==> config.mk <==
export PLATFORM = sky130hd
export DESIGN_NAME = bcd_xs3_serial_conv
export DESIGN_NICKNAME = d
export VERILOG_FILES = /design/src/rtl/bcd_xs3_serial_conv.sv
export SDC_FILE = /design/constraint.sdc
export NUM_CORES = 1
export LEC_CHECK = 0
export BUFFER_PORTS_ARGS = -buffer_cell sky130_fd_sc_hd__buf_2
export CORE_UTILIZATION = 50
export CTS_CLUSTER_DIAMETER = 60
export DETAILED_ROUTE_END_ITERATION = 7
export GPL_TIMING_DRIVEN = 0
export MAX_ROUTING_LAYER = met4
export PLACE_DENSITY = 0.79
export SETUP_SLACK_MARGIN = 0.05
export SKIP_LAST_GASP = 1
export SLEW_MARGIN = 20
export SYNTH_ARGS = -nofsm -noshare
export SYNTH_HDL_FRONTEND = slang
export SYNTH_SLANG_ARGS = --single-unit
export TNS_END_PERCENT = 100
==> constraint.sdc <==
create_clock -name CLK -period 4.23 [get_ports CLK]
set_clock_uncertainty 0.15 [all_clocks]
set_input_delay 0.6345 -clock CLK [delete_from_list [all_inputs] [get_ports CLK]]
set_output_delay 0.6345 -clock CLK [all_outputs]
set_load 0.02 [all_outputs]
==> src/rtl/bcd_xs3_serial_conv.sv <==
`default_nettype none
// ============================================================================
// Module   : bcd_xs3_serial_conv
// Brief    : Serial BCD-to-Excess-3 converter (LSB first, falling-edge state).
//            Optional BCD range checker enabled by macro BCD_CHECK_EN.
// Revision : 1.0 - initial release
// ============================================================================
module bcd_xs3_serial_conv #(
    parameter int CNT_W = 8
) (
    input  logic             CLK,
    input  logic             Clr,
    input  logic             X,
    input  logic             XV,
    output logic             Z,
    output logic             ZV,
    output logic             DigitDone,
    output logic [3:0]       XS3_Q,
    output logic [CNT_W-1:0] DCount,
    output logic             Err
);

    // State encodes (bit position, carry) of the running +3 addition.
    localparam logic [2:0] S0 = 3'd0;
    localparam logic [2:0] S1 = 3'd1;
    localparam logic [2:0] S2 = 3'd2;
    localparam logic [2:0] S3 = 3'd3;
    localparam logic [2:0] S4 = 3'd4;
    localparam logic [2:0] S5 = 3'd5;
    localparam logic [2:0] S6 = 3'd6;

    logic [2:0]       r_state_q, w_state_d;
    logic             r_z_q, w_z_d;
    logic             r_zv_q, w_zv_d;
    logic             r_done_q, w_done_d;
    logic [3:0]       r_sr_q, w_sr_d;
    logic [3:0]       r_xs3_q, w_xs3_d;
    logic [CNT_W-1:0] r_cnt_q, w_cnt_d;

    logic       w_z;
    logic [2:0] w_state_nxt;
    logic       w_last;

    always_comb begin
        w_z         = 1'b0;
        w_state_nxt = S0;
        w_last      = 1'b0;
        case (r_state_q)
            S0: begin w_z = ~X; w_state_nxt = X ? S2 : S1; end
            S1: begin w_z = ~X; w_state_nxt = X ? S4 : S3; end
            S2: begin w_z =  X; w_state_nxt = S4;          end
            S3: begin w_z =  X; w_state_nxt = S5;          end
            S4: begin w_z = ~X; w_state_nxt = X ? S6 : S5; end
            S5: begin w_z =  X; w_state_nxt = S0; w_last = 1'b1; end
            S6: begin w_z = ~X; w_state_nxt = S0; w_last = 1'b1; end
            default: begin w_z = 1'b0; w_state_nxt = S0; end
        endcase
    end

    always_comb begin
        w_state_d = r_state_q;
        w_z_d     = r_z_q;
        w_zv_d    = 1'b0;
        w_done_d  = 1'b0;
        w_sr_d    = r_sr_q;
        w_xs3_d   = r_xs3_q;
        w_cnt_d   = r_cnt_q;
        if (XV) begin
            w_state_d = w_state_nxt;
            w_z_d     = w_z;
            w_zv_d    = 1'b1;
            w_sr_d    = {w_z, r_sr_q[3:1]};
            if (w_last) begin
                w_done_d = 1'b1;
                w_xs3_d  = {w_z, r_sr_q[3:1]};
                w_cnt_d  = r_cnt_q + CNT_W'(1);
                w_sr_d   = 4'd0;
            end
        end
    end

    always_ff @(negedge CLK) begin
        if (Clr) begin
            r_state_q <= S0;
            r_z_q     <= 1'b0;
            r_zv_q    <= 1'b0;
            r_done_q  <= 1'b0;
            r_sr_q    <= 4'd0;
            r_xs3_q   <= 4'd0;
            r_cnt_q   <= '0;
        end else begin
            r_state_q <= w_state_d;
            r_z_q     <= w_z_d;
            r_zv_q    <= w_zv_d;
            r_done_q  <= w_done_d;
            r_sr_q    <= w_sr_d;
            r_xs3_q   <= w_xs3_d;
            r_cnt_q   <= w_cnt_d;
        end
    end

`ifdef BCD_CHECK_EN
    // Raw input nibble, shifted in LSB first alongside the conversion.
    logic [3:0] r_nib_q, w_nib_d;
    logic       r_err_q, w_err_d;

    always_comb begin
        w_nib_d = r_nib_q;
        w_err_d = 1'b0;
        if (XV) begin
            w_nib_d = {X, r_nib_q[3:1]};
            if (w_last) begin
                w_err_d = ({X, r_nib_q[3:1]} > 4'd9);
                w_nib_d = 4'd0;
            end
        end
    end

    always_ff @(negedge CLK) begin
        if (Clr) begin
            r_nib_q <= 4'd0;
            r_err_q <= 1'b0;
        end else begin
            r_nib_q <= w_nib_d;
            r_err_q <= w_err_d;
        end
    end

    assign Err = r_err_q;
`else
    assign Err = 1'b0;
`endif

    assign Z         = r_z_q;
    assign ZV        = r_zv_q;
    assign DigitDone = r_done_q;
    assign XS3_Q     = r_xs3_q;
    assign DCount    = r_cnt_q;

endmodule
`default_nettype wire

Word level (Yosys, flattened, before mapping)
Index checks and enable logic that the tools add are counted.
{ "totals": {"out_inout_bits": 16, "ff_bits": 22, "elab_cells": 31} }
{ "op_classes": {"reduce_logical": 6, "n_mux": 9, "bitwise": 2, "n_eq_ne": 6, "add_sub_neg": 1} }
{ "op_table": {"columns": ["op", "count"], "rows": [
  ["3-bit one-hot mux with 5 select lines", 1],
  ["3-bit == test (second input constant)", 3],
  ["8-bit by 1-bit adder with 8-bit output (second input constant)", 1],
  ["3-bit by 2-bit == test with 1-bit output (second input constant)", 2],
  ["2-bit two-way mux", 2],
  ["4-bit two-way mux", 1],
  ["2-bit OR reduction", 2],
  ["4-bit OR reduction", 1],
  ["3-bit by 1-bit == test with 1-bit output (second input constant)", 1],
  ["3-bit logical NOT", 1],
  ["1-bit two-way mux", 3],
  ["3-bit two-way mux", 1],
  ["3-bit OR reduction", 1],
  ["1-bit NOT", 2],
  ["1-bit one-hot mux with 2 select lines", 1],
  ["2-bit AND reduction", 1]
]} }

Logic depth before layout (Yosys ltp)
{ "depth": {"word_depth": 4, "ltp_mapped": 5} }

==> flow_metrics.env <==
export IMPL_width_of_the_chip_um=46.6
export IMPL_synth_area_per_cell_um2=8.64
export IMPL_critPathTopFamily="flip-flops"
export IMPL_preCtsSetupSlack_ps=148
export IMPL_power_density_cell_area_nw_per_um2=349
export IMPL_multi_input_comb_area_um2=508
export IMPL_cts_tree="yes"
export IMPL_fin_setup_tns_ps=0
export IMPL_final_max_slew_violation_count=0
export IMPL_final_instance_count_excl_fill=182
export IMPL_grt_antenna_before_repair=0
export IMPL_globalRoute_totalOverflow=0
export IMPL_setup_viol_count_final=0
export IMPL_clockBufferDepth=2
export IMPL_cts_root_buffer="sky130_fd_sc_hd__clkbuf_4"
export IMPL_sequential_cell_area_um2=420
export IMPL_critical_path_s_slowest_cell="sky130_fd_sc_hd__dfxtp_1"
export IMPL_routed_wl_um=2090
export IMPL_finalCoreUtilization_pct=67.5
export IMPL_gp_congestion=0.816
export IMPL_placementRows=15
export IMPL_setup_worst_path_start_class="flip-flop"
export IMPL_dieArea_um2=2170
export IMPL_dr_first_iter_drc_count=23
export IMPL_route_antenna_remaining_nets=0
export IMPL_r2r_start="r_state_q[2]"
export IMPL_wire_per_inst_um=11.5
export IMPL_numPortBuffers=18
export IMPL_synth_area_leader_cell="sky130_fd_sc_hd__dfxtp_1"
export IMPL_grt_util_all_layers_pct=22.5
export IMPL_final_critical_path_setup_slack_ps=336
export IMPL_syn_to_final_growth_pct=22.4
export IMPL_hold_ws_ps=319
export IMPL_detailedRoute_firstPassIterationCount=4
export IMPL_cp_required_ps=3450
export IMPL_endpoint_kind="primary output"
export IMPL_worst_path_largest_cell_delay_ps=420
export IMPL_synthesized_instance_count=115
export IMPL_min_delay_start="XS3_Q[1]"
export IMPL_critical_path_cell_chain="buf_2"
export IMPL_maxCapViolCount=0
export IMPL_antenna_cells_inserted=0
export IMPL_filler_cell_count=186
export IMPL_postCtsSetupRepairBufs=0
export IMPL_ys_types=35
export IMPL_tritoncts_buffer_count=3
export IMPL_synth_warnings=0
export IMPL_final_hold_vios=0
export IMPL_final_cell_mix="sky130_fd_sc_hd__inv_1 (25), sky130_fd_sc_hd__dfxtp_1 (21), sky130_fd_sc_hd__buf_2 (19), sky130_fd_sc_hd__a21oi_1 (11), sky130_fd_sc_hd__nand3_1 (9)"
export IMPL_syn_area_um2=993
export IMPL_dp_cells=158
export IMPL_leakagePower_nw=0.571
export IMPL_post_cts_resized=0
export IMPL_via_count=978
export IMPL_cts_max_level=1
export IMPL_rsz0062_at_grt="false"
export IMPL_min_path_type="reg2reg"
export IMPL_ctsHoldBuffers=0
export IMPL_initial_standard_cell_utilization_of_the_core_pct=55.1
export IMPL_cp_num_buf_inv=1
export IMPL_critical_path_peak_fanout=7
export IMPL_totalPowerFinal_uw=425
export IMPL_critical_path_arrival_ps=3110
export IMPL_cts_sinks=21
export IMPL_worstSetupStartpoint="DCount[0]"
export IMPL_placement_cell_area_um2=1110
export IMPL_boundary_pin_count=20
export IMPL_hpwl_um=1390
export IMPL_ys_seq_area_share_pct=42.3
export IMPL_vdd_ir_drop_max_uv=285
export IMPL_layout_drive_gt1_share_pct=18.5
export IMPL_netlist_top_cells_area="sky130_fd_sc_hd__dfxtp_1 (42%), sky130_fd_sc_hd__a21oi_1 (5.5%), sky130_fd_sc_hd__nand3_1 (4.5%)"
export IMPL_grt_first_pass_wirelength_um=3350
export IMPL_path_class="reg2out"
export IMPL_first_global_vias=853
export IMPL_grt_start_max_net_pins=12
export IMPL_synth_ff_latch_count=21
export IMPL_layout_commonest_cell="sky130_fd_sc_hd__inv_1"
export IMPL_run_status="finished clean"
export IMPL_per_cell_via_count_in_the_routed_design=5.37
export IMPL_clock_slew_seen_by_the_registers_of_the_worst_setup_and_hold_paths_ps=40
export IMPL_syn_num_nets=120
export IMPL_post_route_cell_area_um2=1220
export IMPL_design_core_area_um2=1800
export IMPL_synth_top_cell_area_share_pct=42.3
export IMPL_die_h_um=46.6
export IMPL_detail_route_drc_violations=0
export IMPL_num_nets_final=163
export IMPL_insertion_delay_ps=370
[sequential cells by signal, indices dropped and copies added, names as in the netlist]
name,count
XS3_Q,4
r_sr_q,3
DCount,8
r_state_q,3
ZV,1
DigitDone,1
Z,1
[per-layer routing]
metal	up-vias	track usage, %	wire, um
met3	2	9.80	90
met5	-	-	0
met2	20	33.3	1060
met1	458	25.1	927
met4	0	12.4	10
li1	498	-	-
[synth_stat cells]
master                      n
sky130_fd_sc_hd__dfxtp_1   21
sky130_fd_sc_hd__a21oi_1   11
sky130_fd_sc_hd__nand3_1    9
sky130_fd_sc_hd__nor2_1     8
sky130_fd_sc_hd__o21ai_0    8
sky130_fd_sc_hd__nor2b_1    6
sky130_fd_sc_hd__inv_1      4
sky130_fd_sc_hd__nand2_1    4
sky130_fd_sc_hd__a311oi_1   3
sky130_fd_sc_hd__nor3_1     3
sky130_fd_sc_hd__nor4_1     3
sky130_fd_sc_hd__o31ai_1    3
sky130_fd_sc_hd__or4_1      3
sky130_fd_sc_hd__buf_1      2
sky130_fd_sc_hd__buf_6      2
sky130_fd_sc_hd__clkbuf_1   2
sky130_fd_sc_hd__mux2_2     2
sky130_fd_sc_hd__mux2i_1    2
sky130_fd_sc_hd__o31a_1     2
sky130_fd_sc_hd__or3_1      2
sky130_fd_sc_hd__a211oi_1   1
sky130_fd_sc_hd__a21o_1     1
sky130_fd_sc_hd__and2_1     1
sky130_fd_sc_hd__buf_2      1
sky130_fd_sc_hd__buf_4      1
sky130_fd_sc_hd__conb_1     1
sky130_fd_sc_hd__ha_1       1
sky130_fd_sc_hd__mux2_1     1
sky130_fd_sc_hd__nand2_2    1
sky130_fd_sc_hd__nand2b_1   1
sky130_fd_sc_hd__nand3b_1   1
sky130_fd_sc_hd__nand4_1    1
sky130_fd_sc_hd__nor3b_1    1
sky130_fd_sc_hd__xnor2_2    1
sky130_fd_sc_hd__xor2_1     1
[cell families (layout without fill, tap and decap cells)]
group           Yosys count  count (layout)  synth area share (%)
mux                       5               5                  5.42
fa+ha+maj                 1               1                  1.26
flops                    21              21                  42.3
other cells               1               1                 0.377
simple gates             44              44                  23.8
xor+xnor                  2               2                  2.52
buf+inv                  12              54                  6.55
compound gates           29              29                  17.8
[where the power goes]
group | switching, mW | leakage [nW] | internal [mW]
clock | 0.105 | 0.131 | 0.0599
sequential | 0.00436 | 0.171 | 0.204
combinational | 0.0315 | 0.269 | 0.0190
total | 0.141 | 0.571 | 0.283
[cell type report]
class | count | area share (%)
Sequential cell | 21 | 34.6
Buffer | 8 | 4.12
Clock buffer | 3 | 1.85
Inverter | 3 | 0.926
Clock inverter | 22 | 6.79
Multi-Input combinational cell | 82 | 41.8
Tap cell | 25 | 2.57
Timing Repair Buffer | 18 | 7.41
[final timing paths]
check              end  slack, ps  depth (start not counted)
min reg2reg   XS3_Q[1]        320                          2
max reg2reg  DCount[7]       2590                          3
max          DCount[0]        340                          1
min           XS3_Q[1]        320                          2
Power figures use the tool's default switching activity.
